==> config.mk <==
export PLATFORM = sky130hd
export DESIGN_NAME = pc_fetch_unit
export DESIGN_NICKNAME = d
export VERILOG_FILES = /design/src/rtl/pc_fetch_unit.sv
export SDC_FILE = /design/constraint.sdc
export NUM_CORES = 1
export LEC_CHECK = 0
export ABC_CLOCK_PERIOD_IN_PS = 8350
export BUFFER_PORTS_ARGS = -buffer_cell sky130_fd_sc_hd__buf_4
export CAP_MARGIN = 5
export CORE_MARGIN = 2
export CORE_UTILIZATION = 50
export DETAILED_ROUTE_END_ITERATION = 8
export PLACE_DENSITY = 0.82
export SYNTH_ARGS = -nofsm -noshare
export SYNTH_HDL_FRONTEND = slang
export SYNTH_SLANG_ARGS = --single-unit
==> constraint.sdc <==
create_clock -name clk -period 8.35 [get_ports clk]
set_clock_uncertainty 0.15 [all_clocks]
set_input_delay 1.67 -clock clk [delete_from_list [all_inputs] [get_ports clk]]
set_output_delay 1.67 -clock clk [all_outputs]
set_load 0.05 [all_outputs]
==> src/rtl/pc_fetch_unit.sv <==
// pc_fetch_unit: instruction-fetch front end.
//   Owns the program counter and fetches one word at a time from instruction
//   memory over a req/ready handshake. Fetched words are handed to decode
//   through an output register backed by a one-entry skid buffer. A taken
//   branch redirects fetch and kills any fetch that is still in flight.
// Ports:
//   clk, rst          clock, asynchronous active-high reset
//   stall             decode cannot accept; if_* hold while high
//   branch_taken      single-cycle redirect pulse from EX
//   branch_target     redirect address (low two bits ignored)
//   imem_req          fetch request, held until imem_ready
//   imem_addr         fetch address, stable while imem_req is high
//   imem_ready        memory completes the request this cycle
//   imem_rdata        fetched instruction, valid with imem_ready
//   if_valid          if_pc/if_instr hold a valid instruction
//   if_pc, if_instr   presented instruction and its address
//   if_pc_plus4       if_pc + 4 (combinational, wraps modulo 2^32)
module pc_fetch_unit #(
    parameter logic [31:0] RESET_PC = 32'h0000_0000,
    parameter int unsigned INSTR_W  = 32
) (
    input  logic               clk,
    input  logic               rst,
    input  logic               stall,
    input  logic               branch_taken,
    input  logic [31:0]        branch_target,
    output logic               imem_req,
    output logic [31:0]        imem_addr,
    input  logic               imem_ready,
    input  logic [INSTR_W-1:0] imem_rdata,
    output logic               if_valid,
    output logic [31:0]        if_pc,
    output logic [INSTR_W-1:0] if_instr,
    output logic [31:0]        if_pc_plus4
);

    localparam int unsigned AW = 32;

    typedef enum logic [1:0] {
        BOOT  = 2'd0,
        FETCH = 2'd1,
        HOLD  = 2'd2,
        KILL  = 2'd3
    } state_t;

    state_t              state;
    logic [AW-1:0]       pc;
    logic                skid_valid;
    logic [AW-1:0]       skid_pc;
    logic [INSTR_W-1:0]  skid_instr;

    logic [AW-1:0]       pc_inc;
    logic [AW-1:0]       target_aligned;

    assign pc_inc         = pc + AW'(4);
    assign target_aligned = {branch_target[AW-1:2], 2'b00};
    assign if_pc_plus4    = if_pc + AW'(4);

    // Fetch sequencer; redirect takes priority over everything, including stall.
    always_ff @(posedge clk or posedge rst) begin
        if (rst) begin
            state      <= BOOT;
            pc         <= RESET_PC;
            imem_req   <= 1'b0;
            imem_addr  <= RESET_PC;
            if_valid   <= 1'b0;
            if_pc      <= '0;
            if_instr   <= '0;
            skid_valid <= 1'b0;
            skid_pc    <= '0;
            skid_instr <= '0;
        end else if (branch_taken) begin
            pc         <= target_aligned;
            if_valid   <= 1'b0;
            skid_valid <= 1'b0;
            case (state)
                FETCH: begin
                    // An outstanding fetch must finish before the address may move.
                    if (imem_ready) begin
                        imem_addr <= target_aligned;
                    end else begin
                        state <= KILL;
                    end
                end
                KILL: begin
                    // Old request stays on the bus; only the pending target changes.
                end
                default: begin
                    state     <= FETCH;
                    imem_req  <= 1'b1;
                    imem_addr <= target_aligned;
                end
            endcase
        end else begin
            case (state)
                BOOT: begin
                    state     <= FETCH;
                    imem_req  <= 1'b1;
                    imem_addr <= pc;
                end
                FETCH: begin
                    if (imem_ready) begin
                        pc <= pc_inc;
                        if (!if_valid || !stall) begin
                            if_valid  <= 1'b1;
                            if_pc     <= imem_addr;
                            if_instr  <= imem_rdata;
                            imem_addr <= pc_inc;
                        end else begin
                            // Output occupied and stalled: park the word, stop fetching.
                            skid_valid <= 1'b1;
                            skid_pc    <= imem_addr;
                            skid_instr <= imem_rdata;
                            imem_req   <= 1'b0;
                            state      <= HOLD;
                        end
                    end else if (!stall) begin
                        if_valid <= 1'b0;
                    end
                end
                HOLD: begin
                    if (!stall && skid_valid) begin
                        if_valid   <= 1'b1;
                        if_pc      <= skid_pc;
                        if_instr   <= skid_instr;
                        skid_valid <= 1'b0;
                        imem_req   <= 1'b1;
                        imem_addr  <= pc;
                        state      <= FETCH;
                    end
                end
                default: begin
                    // KILL: drain the stale fetch and discard its data.
                    if (imem_ready) begin
                        imem_addr <= pc;
                        state     <= FETCH;
                    end
                end
            endcase
        end
    end

endmodule

* After elaboration in Yosys (flattened, before gate mapping)
Index checks and enable logic that the tools add are counted.
** Storage, ports and cells
- Register bits after elaboration :: 197
- Input bits :: 69
- Output and inout port bits :: 130
** Operators by class
- Add/subtract/negate cells :: 2
- Equal/unequal tests :: 15
- Mux-type cells :: 43
- Bitwise gates (word level) :: 2
- Reductions and logical operators :: 20
** Operators by type and width (number)
- 32-bit 2-to-1 mux :: 15
- 32-bit case mux with 2 select lines :: 3
- 32-bit case mux with 3 select lines :: 1
- 32-bit by 3-bit adder with 32-bit output (second input constant) :: 2
- 3-bit != test (second input constant) :: 5
- 5-bit AND reduction :: 3
- 1-bit 2-to-1 mux :: 13
- 2-bit 2-to-1 mux :: 6
- 4-bit AND reduction :: 3
- 2-bit != test (second input constant) :: 5
- 4-bit != test (second input constant) :: 2
- 4-bit nonzero test :: 2
- 2-bit case mux with 3 select lines :: 1
- 6-bit AND reduction :: 1
- 2-bit nonzero test :: 3
- 2-bit == test (second input constant) :: 2
- 1-bit case mux with 2 select lines :: 2
- 2-bit case mux with 2 select lines :: 1
- 1-bit case mux with 3 select lines :: 1
- 3-bit nonzero test :: 1
- 2-bit by 1-bit == test with 1-bit output (second input constant) :: 1
- 1-bit logical NOT :: 2
- 2-bit logical NOT :: 1
- 1-bit NOT :: 2
- 4 further kinds :: 4

* Longest topological paths before layout
- Depth in word-level cells :: 6
- Mapped depth :: 10
- Depth with buffers taken out :: 7

* Worst setup path after synthesis
OpenSTA, ideal clock, no wires.
- Path type :: register to output
- Start :: register if_pc[16]
- End :: output port if_pc_plus4[31]
- Arrival :: 2.564 ns
- Data required time :: 6.530 ns
- Setup slack :: 3.966 ns
- Cell stages (with the launch flop) :: 6
- Buffers on the path :: 0
- Cell sequence :: dfrtp_1 -> nand4_1 -> nor4_1 -> nand2_1 -> nor3_2 -> xor2_1
** On the way
- Longest elaborated chain between the ends :: 1
** RTL lines
- start, declared :: RTL line 32 : output logic [31:0] if_pc,
- start signal, assigned :: RTL line 106 : if_pc <= imem_addr;
- start signal, assigned :: RTL line 124 : if_pc <= skid_pc;
- 32-bit by 3-bit adder with 32-bit output :: RTL line 57 : assign if_pc_plus4 = if_pc + AW'(4);
- end, declared :: RTL line 34 : output logic [31:0] if_pc_plus4
Every way passes these cells.

* Final worst setup path
- Start :: register if_pc[2]
- End :: output port if_pc_plus4[26]
Same word-level chain as after synthesis.

==> qor.txt <==
number of levels in the clock H-tree: 4
layout cell share with drive strength beyond 1: 28.9%
latest clock arrival within the worst-skew pair: 0.44 ns
RSZ-0062 raised after global routing: no
number of violations of the max-capacitance limit: 0
aggregate routed wire length: 24400 µm
I/O pin count: 199
growth of design area from synthesis to finish: 21.1%
final slew viol count: 0
antenna violations before repair: 0
pin count of the biggest net entering global routing: 132
fmax: 213 MHz
worst endpoint data arrival time: 2.87 ns
sequence of cells on the critical path: ha_1 > nand4_1 > nor3_1 > and3_1 > xor2_1 > buf_4
final cycle utilization of the critical path: 56.2%
Final ANT Viol Nets: 0
placer's final routability congestion estimate: 0.855
first-pass GRT wire length: 39600 µm
cell accounting for the most synthesized area: sky130_fd_sc_hd__dfrtp_1
Final TNS setup: 0 ns
status: finished clean
post-cts resize count: 0
number of clock sinks seen by CTS: 192
cell family with most CP delay: simple AND/OR/NAND/NOR gates
Ant. Diodes: 0
post-synth cell types: 58
type of the worst min-delay path: flop to flop
via density per instance: 5.57
switching power total: 0.00265 W
clock transition time at the flip-flop clock pins of the worst setup and hold paths: 0.07 ns
vias in the first global route: 7424
category of the most critical setup path: flop to output pin
Row Count: 51
number of post-CTS setup repair buffers: 0
GRT overflow: 0
count of synthesis-stage warnings from yosys: 0
Die Span Y: 145 µm
minimum setup slack after placement: 3.72 ns
number of hold violations in the final report: 0
portion of the post-synthesis area used by sequential elements: 48.2%
crit end category: output pin
Comb pwr share: 52.6%
EDFF count, synth: 0
Post-Synthesis Net Count: 1038
CTS tree: yes
leading register cell type out of synthesis: sky130_fd_sc_hd__dfrtp_1
Horiz. Die Dim: 145 µm
First-pass DRT Iterations: 7
async set-or-reset flop fraction in the synthesized netlist: 100%
Overall Global Routing Usage: 23.4%
instance count of the mapped netlist: 963
Max clock buf depth: 2
leakage component of the power: 5.07 nW
Fill cells: 1626
number of violations reported at the end of detailed-routing iteration 0: 640
cell area power density: 438 mW/mm²
number of register bits inferred by synthesis: 192
leading post-synthesis cells by instance count: sky130_fd_sc_hd__dfrtp_1, sky130_fd_sc_hd__nor2_1, sky130_fd_sc_hd__a21oi_1, sky130_fd_sc_hd__mux2i_1, sky130_fd_sc_hd__mux2_2
Post-route DRC: 0
switching part of the total power: 50.0%
min setup slack post-route: 3.66 ns
nets: 1189
syn_area_per_cell: 10.3 µm²
full die area: 0.0211 mm²
clock group share of total power: 15.3%
number of setup violations in the final report: 0
power share of the sequential group: 32.0%
final worst path period need: 4.69 ns
Power, Total: 0.00529 W
Critical Path Start Type: flop
Root Driver: sky130_fd_sc_hd__clkbuf_16
mapped cell area: 0.00996 mm²
Worst Tran Pin Value: 1.15 ns
library cell contributing the largest single delay on the critical path: sky130_fd_sc_hd__nor3_1
quantity of I/O buffers inserted on ports: 196
CP max stage delay: 0.91 ns
share of Yosys cell area claimed by the top area cell type: 48.2%
ranking of synthesized cells by area: sky130_fd_sc_hd__dfrtp_1, sky130_fd_sc_hd__mux2_2, sky130_fd_sc_hd__mux2i_1
starting density of the core: 51.0%
vias after detailed routing: 7757
CP Data Required Time: 6.53 ns
sum of buffers and inverters on the critical path: 1
Slew headroom: 22.4%
worst vdd rail ir drop: 0.000237 V
cell with the most instances after synthesis: sky130_fd_sc_hd__dfrtp_1
internal power summed over all cells: 0.00264 W
average routed wire per standard cell: 17.5 µm
number of buffers inserted during clock tree synthesis: 17
hpwl dp: 16900 µm
Crit Path Max Fanout: 6
hold-fix buffer count after cts: 0
Placeable Area: 0.0195 mm²
-- per-stage QoR --
step	cell area, µm²	utilization, %	hold slack, ns	instances
5_1_grt	12100	61.8	0.367	1392
6_report	12100	61.8	0.355	1392
3_3_place_gp	11500	58.8	0.338	1360
2_1_floorplan	9960	-	0.330	963
4_1_cts	12100	61.8	0.361	1392
3_5_place_dp	11500	58.8	0.346	1360
-- kinds of logic (layout without fill, tap and decap cells) --
| logic type | Yosys count | count (layout) | synth area share, % |
|---|---|---|---|
| mux | 145 | 145 | 15.5 |
| compound gates | 161 | 161 | 9.85 |
| fa+ha+maj | 6 | 6 | 0.754 |
| xor+xnor | 74 | 74 | 6.51 |
| flops | 192 | 192 | 48.2 |
| simple gates | 298 | 298 | 14.9 |
| buf+inv | 87 | 251 | 4.30 |
-- state kept, by name, indices dropped and copies added (netlist names) --
name        cells
pc             30
state           2
imem_req        1
skid_instr     32
if_pc          31
skid_valid      1
skid_pc        31
if_instr       32
if_valid        1
imem_addr      31
-- final timing paths --
kind,depth (start not counted),to,slack (ns),from
max,6,if_pc_plus4[26],3.66,if_pc[2]
min,1,skid_pc[14],0.35,skid_pc[14]
max reg2reg,8,if_instr[28],5.39,state[1]
min reg2reg,1,skid_pc[14],0.35,skid_pc[14]
max in group asynchronous,3,skid_instr[8],5.41,rst
min in group asynchronous,2,if_instr[11],1.26,rst
-- power by group through the flow --
| stage | registers (W) | clock network, W | logic [W] |
|---|---|---|---|
| final | 0.00169 | 0.000810 | 0.00278 |
| after global routing | 0.00175 | 0.000873 | 0.00294 |
| after CTS | 0.00169 | 0.000826 | 0.00280 |
| after detailed placement | 0.00170 | 0 | 0.00279 |
| after global placement | 0.00168 | 0 | 0.00274 |
| after floorplan | 0.00237 | 0 | 0.00128 |
-- layer usage --
layer  share of wire, %  GRT usage, %  vias up
li1                   -             -     3680
met1                 44          32.8     3796
met2                 48          37.5      254
met3                5.5          3.90       27
met4                1.7          6.76        0
met5                  0             0        -
-- layout by cell type, fill, tap and decap left out, drive strengths merged, types with 3 or more instances in the layout --
cell | netlist | layout
inv | 15 | 22
mux2 | 72 | 72
and4 | 8 | 8
o31ai | 8 | 8
nor2 | 117 | 117
clkbuf | 26 | 18
xor2 | 29 | 29
and2 | 6 | 6
and3 | 8 | 8
buf | 46 | 204
dfrtp | 192 | 192
nand3 | 24 | 24
o31a | 4 | 4
o21a | 3 | 3
mux2i | 73 | 73
or2 | 3 | 3
nor4 | 16 | 16
or3 | 3 | 3
a211oi | 7 | 7
ha | 6 | 6
a21boi | 6 | 6
nand4 | 21 | 21
clkinvlp | 0 | 4
nand2 | 54 | 54
xnor2 | 45 | 45
nand2b | 7 | 7
a41oi | 8 | 8
nor3 | 18 | 18
a21oi | 82 | 82
nand3b | 7 | 7
o21ai | 32 | 32
-- worst reg2reg max path, stage by stage (launching register included) --
cell,delay [ns]
sky130_fd_sc_hd__dfrtp_1,0.41
sky130_fd_sc_hd__inv_1,0.10
sky130_fd_sc_hd__ha_1,0.18
sky130_fd_sc_hd__buf_4,0.25
sky130_fd_sc_hd__a2111oi_4,0.33
sky130_fd_sc_hd__buf_4,0.52
sky130_fd_sc_hd__buf_4,0.64
sky130_fd_sc_hd__nor2_1,0.15
sky130_fd_sc_hd__a21oi_1,0.17
-- area by class of cell --
| type | count | area, µm² | area share (%) |
|---|---|---|---|
| inverters | 15 | 63.8 | 0.529 |
| clock buffers | 18 | 439 | 3.64 |
| clock inverters | 14 | 144 | 1.19 |
| multi-input cells | 684 | 4750 | 39.4 |
| well taps | 265 | 332 | 2.75 |
| flip-flops and latches | 192 | 4800 | 39.8 |
| repair buffers | 204 | 1530 | 12.7 |
Power figures use the tool's default switching activity.
